==> src/rtl/rpn_pkg.sv <==
// ============================================================================
// Module      : rpn_pkg
// Description : Shared FSM encodings and seven-segment glyphs for the RPN display.
// Revision    : 1.0
// ============================================================================
`timescale 1ns/1ps
`default_nettype none

package rpn_pkg;

    localparam int         STATE_W    = 2;
    localparam logic [1:0] ST_IDLE    = 2'd0;
    localparam logic [1:0] ST_CONVERT = 2'd1;
    localparam logic [1:0] ST_UPDATE  = 2'd2;

    // Active-low segments, bit6..bit0 = g..a
    localparam logic [6:0] SEG_BLANK = 7'b1111111;
    localparam logic [6:0] SEG_MINUS = 7'b0111111;
    localparam logic [6:0] SEG_E     = 7'b0000110;
    localparam logic [6:0] SEG_R     = 7'b0101111;

    function automatic logic [6:0] bcd_to_seg(input logic [3:0] digit);
        logic [6:0] seg;
        case (digit)
            4'd0:    seg = 7'b1000000;
            4'd1:    seg = 7'b1111001;
            4'd2:    seg = 7'b0100100;
            4'd3:    seg = 7'b0110000;
            4'd4:    seg = 7'b0011001;
            4'd5:    seg = 7'b0010010;
            4'd6:    seg = 7'b0000010;
            4'd7:    seg = 7'b1111000;
            4'd8:    seg = 7'b0000000;
            4'd9:    seg = 7'b0010000;
            default: seg = SEG_BLANK;
        endcase
        return seg;
    endfunction

endpackage

`default_nettype wire

==> src/rtl/seg7_digit.sv <==
// ============================================================================
// Module      : seg7_digit
// Description : Combinational BCD digit to active-low seven-segment decoder.
// Revision    : 1.0
// ============================================================================
`timescale 1ns/1ps
`default_nettype none

module seg7_digit
    import rpn_pkg::*;
(
    input  logic [3:0] bcd,
    input  logic       blank,
    output logic [6:0] seg
);

    always_comb begin
        seg = blank ? SEG_BLANK : bcd_to_seg(bcd);
    end

endmodule

`default_nettype wire

==> src/rtl/rpn_hex_display.sv <==
// ============================================================================
// Module      : rpn_hex_display
// Description : Sequential double-dabble binary-to-decimal converter driving
//               the DE1-SoC HEX displays with a load/busy/done handshake.
// Revision    : 1.0
// ============================================================================
`timescale 1ns/1ps
`default_nettype none

module rpn_hex_display
    import rpn_pkg::*;
#(
    parameter int WIDTH  = 8,
    parameter int DIGITS = 3
)(
    input  logic             CLOCK_50,
    input  logic             rst_n,
    input  logic [WIDTH-1:0] value,
    input  logic             is_signed,
    input  logic             err,
    input  logic             load,
    output logic             busy,
    output logic             done,
    output logic [6:0]       HEX0,
    output logic [6:0]       HEX1,
    output logic [6:0]       HEX2,
    output logic [6:0]       HEX3,
    output logic [6:0]       HEX4,
    output logic [6:0]       HEX5
);

    localparam int CNT_W = $clog2(WIDTH + 1);
    localparam int BCD_W = DIGITS * 4;

    logic [STATE_W-1:0] state;
    logic [STATE_W-1:0] state_next;

    logic [BCD_W-1:0]   bcd;
    logic [BCD_W-1:0]   bcd_adj;
    logic [WIDTH-1:0]   mag;
    logic [CNT_W-1:0]   cnt;
    logic               sign_q;
    logic               err_q;

    logic               load_sign;
    logic [WIDTH-1:0]   load_mag;

    logic [DIGITS-1:0]  digit_blank;
    logic [6:0]         digit_seg [DIGITS];
    logic [6:0]         hex0_next;
    logic [6:0]         hex1_next;
    logic [6:0]         hex2_next;
    logic [6:0]         hex3_next;
    logic [6:0]         hex0_q;
    logic [6:0]         hex1_q;
    logic [6:0]         hex2_q;
    logic [6:0]         hex3_q;

    // ---------------------------------------------------------------- FSM
    always_ff @(posedge CLOCK_50 or negedge rst_n) begin
        if (!rst_n) begin
            state <= ST_IDLE;
        end else begin
            state <= state_next;
        end
    end

    always_comb begin
        state_next = state;
        case (state)
            ST_IDLE:    if (load) state_next = ST_CONVERT;
            ST_CONVERT: if (cnt == CNT_W'(WIDTH - 1)) state_next = ST_UPDATE;
            ST_UPDATE:  state_next = ST_IDLE;
            default:    state_next = ST_IDLE;
        endcase
    end

    always_comb begin
        busy = (state != ST_IDLE);
    end

    // ----------------------------------------------------------- datapath
    // WIDTH-bit negation of the most negative value yields its own bit
    // pattern, which read as unsigned is exactly the wanted magnitude.
    always_comb begin
        load_sign = is_signed & value[WIDTH-1];
        load_mag  = load_sign ? ((~value) + WIDTH'(1)) : value;
    end

    always_comb begin
        bcd_adj = bcd;
        for (int i = 0; i < DIGITS; i++) begin
            if (bcd[4*i +: 4] >= 4'd5) begin
                bcd_adj[4*i +: 4] = bcd[4*i +: 4] + 4'd3;
            end
        end
    end

    always_ff @(posedge CLOCK_50 or negedge rst_n) begin
        if (!rst_n) begin
            bcd    <= '0;
            mag    <= '0;
            cnt    <= '0;
            sign_q <= 1'b0;
            err_q  <= 1'b0;
            done   <= 1'b0;
            hex0_q <= SEG_BLANK;
            hex1_q <= SEG_BLANK;
            hex2_q <= SEG_BLANK;
            hex3_q <= SEG_BLANK;
        end else begin
            done <= 1'b0;
            case (state)
                ST_IDLE: begin
                    if (load) begin
                        sign_q <= load_sign;
                        err_q  <= err;
                        mag    <= load_mag;
                        bcd    <= '0;
                        cnt    <= '0;
                    end
                end
                ST_CONVERT: begin
                    bcd <= {bcd_adj[BCD_W-2:0], mag[WIDTH-1]};
                    mag <= {mag[WIDTH-2:0], 1'b0};
                    cnt <= cnt + CNT_W'(1);
                end
                ST_UPDATE: begin
                    hex0_q <= hex0_next;
                    hex1_q <= hex1_next;
                    hex2_q <= hex2_next;
                    hex3_q <= hex3_next;
                    done   <= 1'b1;
                end
                default: ;
            endcase
        end
    end

    // ------------------------------------------------------------ display
    always_comb begin
        digit_blank[0] = 1'b0;
        digit_blank[1] = (bcd[11:8] == 4'd0) && (bcd[7:4] == 4'd0);
        digit_blank[2] = (bcd[11:8] == 4'd0);
    end

    generate
        for (genvar i = 0; i < DIGITS; i++) begin : g_digit
            seg7_digit u_seg (
                .bcd   (bcd[4*i +: 4]),
                .blank (digit_blank[i]),
                .seg   (digit_seg[i])
            );
        end
    endgenerate

    always_comb begin
        hex0_next = err_q ? SEG_R : digit_seg[0];
        hex1_next = err_q ? SEG_R : digit_seg[1];
        hex2_next = err_q ? SEG_E : digit_seg[2];
        hex3_next = (sign_q && !err_q) ? SEG_MINUS : SEG_BLANK;
    end

    assign HEX0 = hex0_q;
    assign HEX1 = hex1_q;
    assign HEX2 = hex2_q;
    assign HEX3 = hex3_q;
    assign HEX4 = SEG_BLANK;
    assign HEX5 = SEG_BLANK;

endmodule

`default_nettype wire

==> config.mk <==
export PLATFORM = sky130hd
export DESIGN_NAME = rpn_hex_display
export DESIGN_NICKNAME = d
export VERILOG_FILES = /design/src/rtl/rpn_pkg.sv /design/src/rtl/seg7_digit.sv /design/src/rtl/rpn_hex_display.sv
export SDC_FILE = /design/constraint.sdc
export NUM_CORES = 1
export LEC_CHECK = 0
export BUFFER_PORTS_ARGS = -buffer_cell sky130_fd_sc_hd__buf_2
export CAP_MARGIN = 20
export CORE_MARGIN = 5
export CORE_UTILIZATION = 30
export CTS_CLUSTER_DIAMETER = 100
export CTS_CLUSTER_SIZE = 12
export DETAILED_ROUTE_END_ITERATION = 7
export PLACE_DENSITY = 0.53
export SYNTH_ARGS = -nofsm -noshare
export SYNTH_HDL_FRONTEND = slang
export SYNTH_SLANG_ARGS = --single-unit
==> constraint.sdc <==
create_clock -name CLOCK_50 -period 1.75 [get_ports CLOCK_50]
set_clock_uncertainty 0.1 [all_clocks]
set_input_delay 0.35 -clock CLOCK_50 [delete_from_list [all_inputs] [get_ports CLOCK_50]]
set_output_delay 0.35 -clock CLOCK_50 [all_outputs]
set_load 0.03 [all_outputs]
==> results.yml, run 1 <==
sta:
  tns_ns: 0
  rsz0062_at_grt: "false"
  fmax_mhz: 607.8
  fin_ws_ns: 0.1048
  finalMaxSlewViolations: 0
  period_minus_slack_ns: 1.645
  finalSetupViolCount: 0
  finalHoldViolCount: 0
  finalCritPeriodShare: 0.9401
yosys:
  netlist_instances: 323
  async_reset_ff_frac: 1.000
  synth_adder_area_share: 0.09016
  synth_top_family_by_area: "compound AO/OA/AOI/OAI gates"
  synth_mux_area_frac: 0.01967
  ys_seq_area_frac: 0.4270
  synth.largest_area_cell: "dfrtp_1"
  synth.distinct_cells: 49
  synth_area_leaders: "dfrtp_1 (24%), dfstp_2 (19%), ha_1 (9.0%), buf_4 (5.4%), o21ai_0 (3.9%)"
  ys_ff_latch: 51
  synth_compound_area_frac: 0.1922
  synth-xor-area-share: 0.02869
  synthSimpleGateAreaFrac: 0.1385
  post_synth.cell_area_avg_um2: 9.452
  synth_edf_count: 0
  synth_warnings: 0
  synth_ff_type: "dfrtp_1"
  synth.cell_area_mm2: 0.003053
  synth_top_area_frac: 0.2377
route:
  vias: 2309
  antenna_left: 0
  drcViolationCount: 0
  viasPerCell: 4.609
  wirelength_mm: 6.765
  wl_per_cell_um: 13.50
  drt_iter0_drc: 108
  dr.pass1.iters: 4
floorplan:
  dieHeight_um: 110.9
  die_x_um: 110.9
  ios: 57
  core_mm2: 0.009864
  initial_core_util: 0.3095
  core.rowCount: 36
  dieArea_mm2: 0.01229
run:
  cap_violations: 0
finish:
  fillers: 1070
  area_growth_syn_to_layout_pct: 13.61
  final_nets: 402
  drive_gt1_frac: 0.2582
  antennaDiodeCount: 0
critical_path:
  cpPeakStageDelay_ns: 0.49
  timing.rr.end: "bcd[6]"
  cp_slowest_cell: "dfrtp_2"
  path_delay_family: "flip-flops"
  crit_type: "reg -> out"
  critical_path_peak_fanout: 10
  crit_path_end_kind: "output pin"
  path_cells: "nor2_1, inv_1, buf_2"
  cp-start-kind: "flip-flop"
  cp.arrival_ns: 1.20
  r2r_slack_ns: 0.11
  r2r_start: "bcd[4]"
  path_buf_inv: 2
  crit_required_ns: 1.30
  reg2regPathDepth: 6
min_path:
  worstHoldStart: "err"
  worstHoldEndpoint: "err_q"
  holdCritPathClass: "in -> reg"
  hold_path_depth: 3
clocking:
  numCtsBuffers: 5
  clockRootBuffer: "clkbuf_8"
  cts_sinks: 51
  path_clk_slew_ns: 0.09
  cts_tree: "done"
  clkLatencyLatePin_ns: 0.30
  htree_levels: 2
  clockBufferDepth: 2
outcome:
  outcome: "finished, final reports clean"
placement:
  hpwlAfterDp_mm: 5.062
  io_buffers: 36
  pre_cts_ws_ns: 0.03176
  place_congestion: 0.8850
global_route:
  antenna_found_initial: 0
  grt_overflow: 0
  grt_util_met2: 0.1800
  grt_pass1_vias: 2399
  grt_max_degree: 52
  grt_pass1_wl_mm: 11.86
  use_met1: 0.1584
  gr-usage-met3: 0.02511
  grt_usage: 0.1145
  grt.busiest_layer: "met2"
power_and_ir_drop:
  power_uw: 6533
  power_density_mw_per_mm2: 1884
  p_leak_uw: 0.001597
  ir_drop_uv: 507.2
Yosys cell counts, types with 5 or more instances:
library cell  instances
mux2i_1               6
nand2_1              26
nor2_1               31
o22a_1                6
o22ai_1               8
a31oi_1               5
nor3_1                6
o21ai_0              24
buf_4                22
ha_1                 22
buf_2                 7
inv_1                18
a21oi_1              20
nor2b_1               6
dfrtp_1              29
xnor2_1               9
dfstp_2              22
tightest hold or removal path, cell delays in order:
cell and delay (ns):
buf_2 0.09, nand2_1 0.04, o21ai_0 0.06
report_power, final:
| group | internal, uW | switching (uW) | leakage, uW |
|---|---|---|---|
| sequential | 1840 | 455 | 0.000589 |
| clock | 318 | 378 | 0.0000459 |
| combinational | 1430 | 2110 | 0.000962 |
| total | 3590 | 2940 | 0.00160 |
sequential cells by signal, indices dropped and copies added (netlist names):
register,cells
HEX0,7
HEX1,7
HEX2,7
HEX3,1
bcd,12
cnt,4
done,1
err_q,1
mag,8
sign_q,1
state,2
routing by layer:
metal | vias to the layer above | share of wire
met2 | 48 | 0.45
met1 | 1083 | 0.49
met3 | 8 | 0.044
met5 | - | 0
met4 | 0 | 0.012
li1 | 1170 | -
what timing repair did:
item | in CTS | in global routing
buffers inserted | 0 | 0
hold endpoints to repair | 29 | 0
endpoints found under the setup margin | 0 | 10
hold buffers | 1 | 0
resized for setup | 0 | 5
cell families (layout without fill, tap and decap cells):
logic type	Yosys count	in the layout
xor gates and xnor gates	10	10
AOI/OAI and AO/OA	91	91
buffers and inverters	53	79
adders and majority gates	22	22
muxes	6	6
other	1	20
and+or+nand+nor	89	89
DFF	51	51
worst max path at each step:
| stage | start | to | slack (ns) | depth (start not counted) |
|---|---|---|---|---|
| finish | state[1] | busy | 0.10 | 3 |
| global route | bcd[8] | HEX2[5] | 0.01 | 6 |
| CTS | bcd[4] | bcd[6] | 0.02 | 6 |
| detailed placement | bcd[4] | bcd[6] | 0.03 | 6 |
| global placement | bcd[8] | bcd[10] | 0.12 | 6 |
| floorplan | bcd[5] | bcd[6] | 0.13 | 6 |
stage by stage:
stage | cells | utilization | area [um^2] | hold slack (ns)
2_1_floorplan | 342 | - | 3124 | -0.04559
4_1_cts | 501 | 0.3502 | 3455 | 0.1605
5_1_grt | 501 | 0.3516 | 3468 | 0.1904
3_5_place_dp | 492 | 0.3401 | 3354 | 0.2644
6_report | 501 | 0.3516 | 3468 | 0.1790
3_3_place_gp | 492 | 0.3401 | 3354 | 0.2658
cell usage in the layout, fill, tap and decap left out, types with 2 or more instances in the layout:
cell	instances
and2_1	3
a31oi_1	5
xnor2_1	9
nor2b_1	5
nor2_2	2
a211oi_1	3
a21oi_1	18
buf_4	14
nor2_1	31
a21o_1	2
o21ai_0	24
a21oi_2	2
nand3_1	2
a22o_1	4
o211ai_1	2
a41oi_1	2
nand2b_1	3
mux2i_1	6
inv_1	18
a22o_2	2
dfstp_2	22
ha_1	21
conb_1	20
a22oi_1	4
dfrtp_1	28
buf_2	36
nor3_1	6
clkbuf_8	6
nor3b_2	2
nand4_1	3
nand2_1	26
o22ai_1	8
o22a_1	6
cell type report:
| class | count | area [um^2] | area share |
|---|---|---|---|
| clock inverter | 1 | 3.754 | 0.001082 |
| clock buffer | 7 | 86.33 | 0.02489 |
| inverter | 19 | 71.32 | 0.02056 |
| tap | 133 | 166.4 | 0.04798 |
| sequential | 51 | 1305 | 0.3763 |
| multi-input combinational | 238 | 1520 | 0.4383 |
| timing repair buffer | 52 | 315.3 | 0.09091 |
Power figures use the tool's default switching activity.
==> run 2: changes to the inputs <==
--- a/config.mk
+++ b/config.mk
@@ -9,3 +9,3 @@
 export CAP_MARGIN = 20
-export CORE_MARGIN = 5
+export CORE_MARGIN = 2
 export CORE_UTILIZATION = 30
@@ -17,2 +17,3 @@
 export SYNTH_HDL_FRONTEND = slang
+export SYNTH_HIERARCHICAL = 1
 export SYNTH_SLANG_ARGS = --single-unit
--- a/constraint.sdc
+++ b/constraint.sdc
@@ -4,2 +4,2 @@
 set_output_delay 0.35 -clock CLOCK_50 [all_outputs]
-set_load 0.03 [all_outputs]
+set_load 0.05 [all_outputs]
==> results.yml, run 2 <==
outcome:
  outcome: "finished, final reports clean"
clocking:
  numCtsBuffers: 5
  clkLatencyLatePin_ns: 0.32
  clockRootBuffer: "clkbuf_8"
  clockBufferDepth: 2
  cts_sinks: 51
  htree_levels: 2
  path_clk_slew_ns: 0.11
  cts_tree: "done"
sta:
  rsz0062_at_grt: "true"
  period_minus_slack_ns: 1.676
  holdWs_ns: 0.1330
  fmax_mhz: 596.8
  finalMaxSlewViolations: 0
  finalCritPeriodShare: 0.9575
  finalHoldViolCount: 0
  finalSetupViolCount: 0
power_and_ir_drop:
  power_density_mw_per_mm2: 1855
  swShare: 0.4834
  clkPwrFrac: 0.106
  ir_drop_uv: 724.0
  power_uw: 7152
  intPower_uw: 3695
  p_leak_uw: 0.001803
  p_sw_uw: 3458
  seq_power_share: 0.306
  pwr-share-comb: 0.588
yosys:
  synth_area_leaders: "dfrtp_1 (22%), dfstp_2 (17%), ha_1 (9.1%), o21ai_0 (6.3%), nand2_1 (4.8%)"
  async_reset_ff_frac: 1.000
  synth_ff_type: "dfrtp_1"
  synth_top_area_frac: 0.2188
  synthTopCellsByCount: "nand2_1 (42), o21ai_0 (42), nor2_1 (31), dfrtp_1 (29), ha_1 (24)"
  synth.largest_area_cell: "dfrtp_1"
  synth.distinct_cells: 43
  netlist_instances: 373
  ys_seq_area_frac: 0.3931
  post_synth.cell_area_avg_um2: 8.893
  synth_edf_count: 0
  synth.cell_area_mm2: 0.003317
  synth_warnings: 6
  ys_ff_latch: 51
route:
  wirelength_mm: 6.481
  viasPerCell: 4.498
  drt_iter0_drc: 95
  wl_per_cell_um: 11.45
  antenna_left: 0
  drcViolationCount: 0
  vias: 2546
  dr.pass1.iters: 4
critical_path:
  path_delay_family: "flip-flops"
  cp.arrival_ns: 1.23
  path_cells: "nor2_2, inv_1, buf_2"
  cp_slowest_cell: "dfrtp_1"
  path_buf_inv: 2
  critical_path_peak_fanout: 8
  crit_path_end_kind: "output pin"
  cpPeakStageDelay_ns: 0.48
  cp-start-kind: "flip-flop"
  crit_required_ns: 1.30
  crit_type: "reg -> out"
min_path:
  holdCritPathClass: "in -> reg"
floorplan:
  dieHeight_um: 109.2
  initial_core_util: 0.3073
  core.rowCount: 38
  core_mm2: 0.01079
  ios: 57
  die_x_um: 109.2
  dieArea_mm2: 0.01191
finish:
  area_growth_syn_to_layout_pct: 16.26
  drive_gt1_frac: 0.2629
  final_nets: 462
  fillers: 1124
  fin_cells: 566
  largestRegisters: "bcd x12, mag x8"
  largest_reg_flops: 12
  final_common_cell: "nand2_1"
  antennaDiodeCount: 0
  top_register: "bcd"
  mostFrequentLayoutCells: "nand2_1 (42), o21ai_0 (36), buf_2 (36)"
global_route:
  antenna_found_initial: 0
  grt_pass1_wl_mm: 11.12
  grt_usage: 0.1168
  grt_overflow: 0
  grt_pass1_vias: 2428
  grt_max_degree: 46
placement:
  dp.cells: 554
  hpwlAfterDp_mm: 4.784
  io_buffers: 36
  place_congestion: 0.7861
run:
  cap_violations: 0
-- run 2: layer usage --
metal  up-vias  share of wire  track usage
met5         -              0            0
met1      1173           0.48       0.1453
met3         5          0.045      0.02570
li1       1322              -            -
met2        46           0.46       0.2010
met4         0          0.012      0.03571
-- run 2: logic make-up (layout without fill, tap and decap cells) --
family / Yosys count / count (layout) / share of synthesized area
flip-flops: 51 / 51 / 0.3931
adder cells (fa/ha/maj): 24 / 24 / 0.09053
AO/OA/AOI/OAI: 104 / 104 / 0.1860
XOR/XNOR: 13 / 13 / 0.03433
AND/OR/NAND/NOR: 117 / 117 / 0.1788
other: 2 / 27 / 0.002264
buffers and inverters: 57 / 85 / 0.09996
multiplexers: 5 / 5 / 0.01509
-- run 2: worst paths after layout --
kind	from	cells after the start	slack (ns)	end
min	err	3	0.13	err_q
max in group asynchronous	rst_n	3	0.65	HEX2[1]
min reg2reg	HEX1[5]	2	0.37	HEX1[5]
min in group asynchronous	rst_n	2	0.35	done
max reg2reg	bcd[4]	6	0.08	bcd[6]
max	state[1]	3	0.07	busy
-- run 2: power by group through the flow --
stage	registers, uW	clock network [uW]	logic (uW)
floorplan	2950	0	2550
global placement	2190	0	4100
detailed placement	2210	0	4140
CTS	2190	801	4150
global route	2280	849	4760
finish	2190	758	4200
-- run 2: worst min-delay path, cell delays in order --
cell and delay, ns:
buf_2 0.08, nand2_1 0.05, nand2_1 0.05
-- run 2: repair_timing --
action                                 CTS  global route
resized for setup                        0            11
setup buffers                            0             3
setup endpoints to repair                0             9
endpoints found under the hold margin    1             0
hold buffers                             1             0
-- run 2: final cells by class --
type	instances	area (um^2)	share of cell area
Sequential cell	51	1306	0.3387
Timing Repair Buffer	57	365.4	0.09474
Tap cell	140	175.2	0.04543
Multi-Input combinational cell	290	1834	0.4757
Inverter	20	77.57	0.02012
Clock buffer	5	68.82	0.01785
Clock inverter	3	28.78	0.007463
-- run 2: per-stage QoR --
step | worst slack [ns] | setup TNS (ns) | util | instance area (um^2)
global route | -0.009776 | -0.03274 | 0.3573 | 3856
detailed placement | 0.06994 | 0 | 0.3428 | 3700
finish | 0.07436 | 0 | 0.3573 | 3856
global placement | 0.1282 | 0 | 0.3428 | 3700
CTS | 0.03787 | 0 | 0.3528 | 3807
floorplan | -0.03659 | -0.1082 | - | 3448
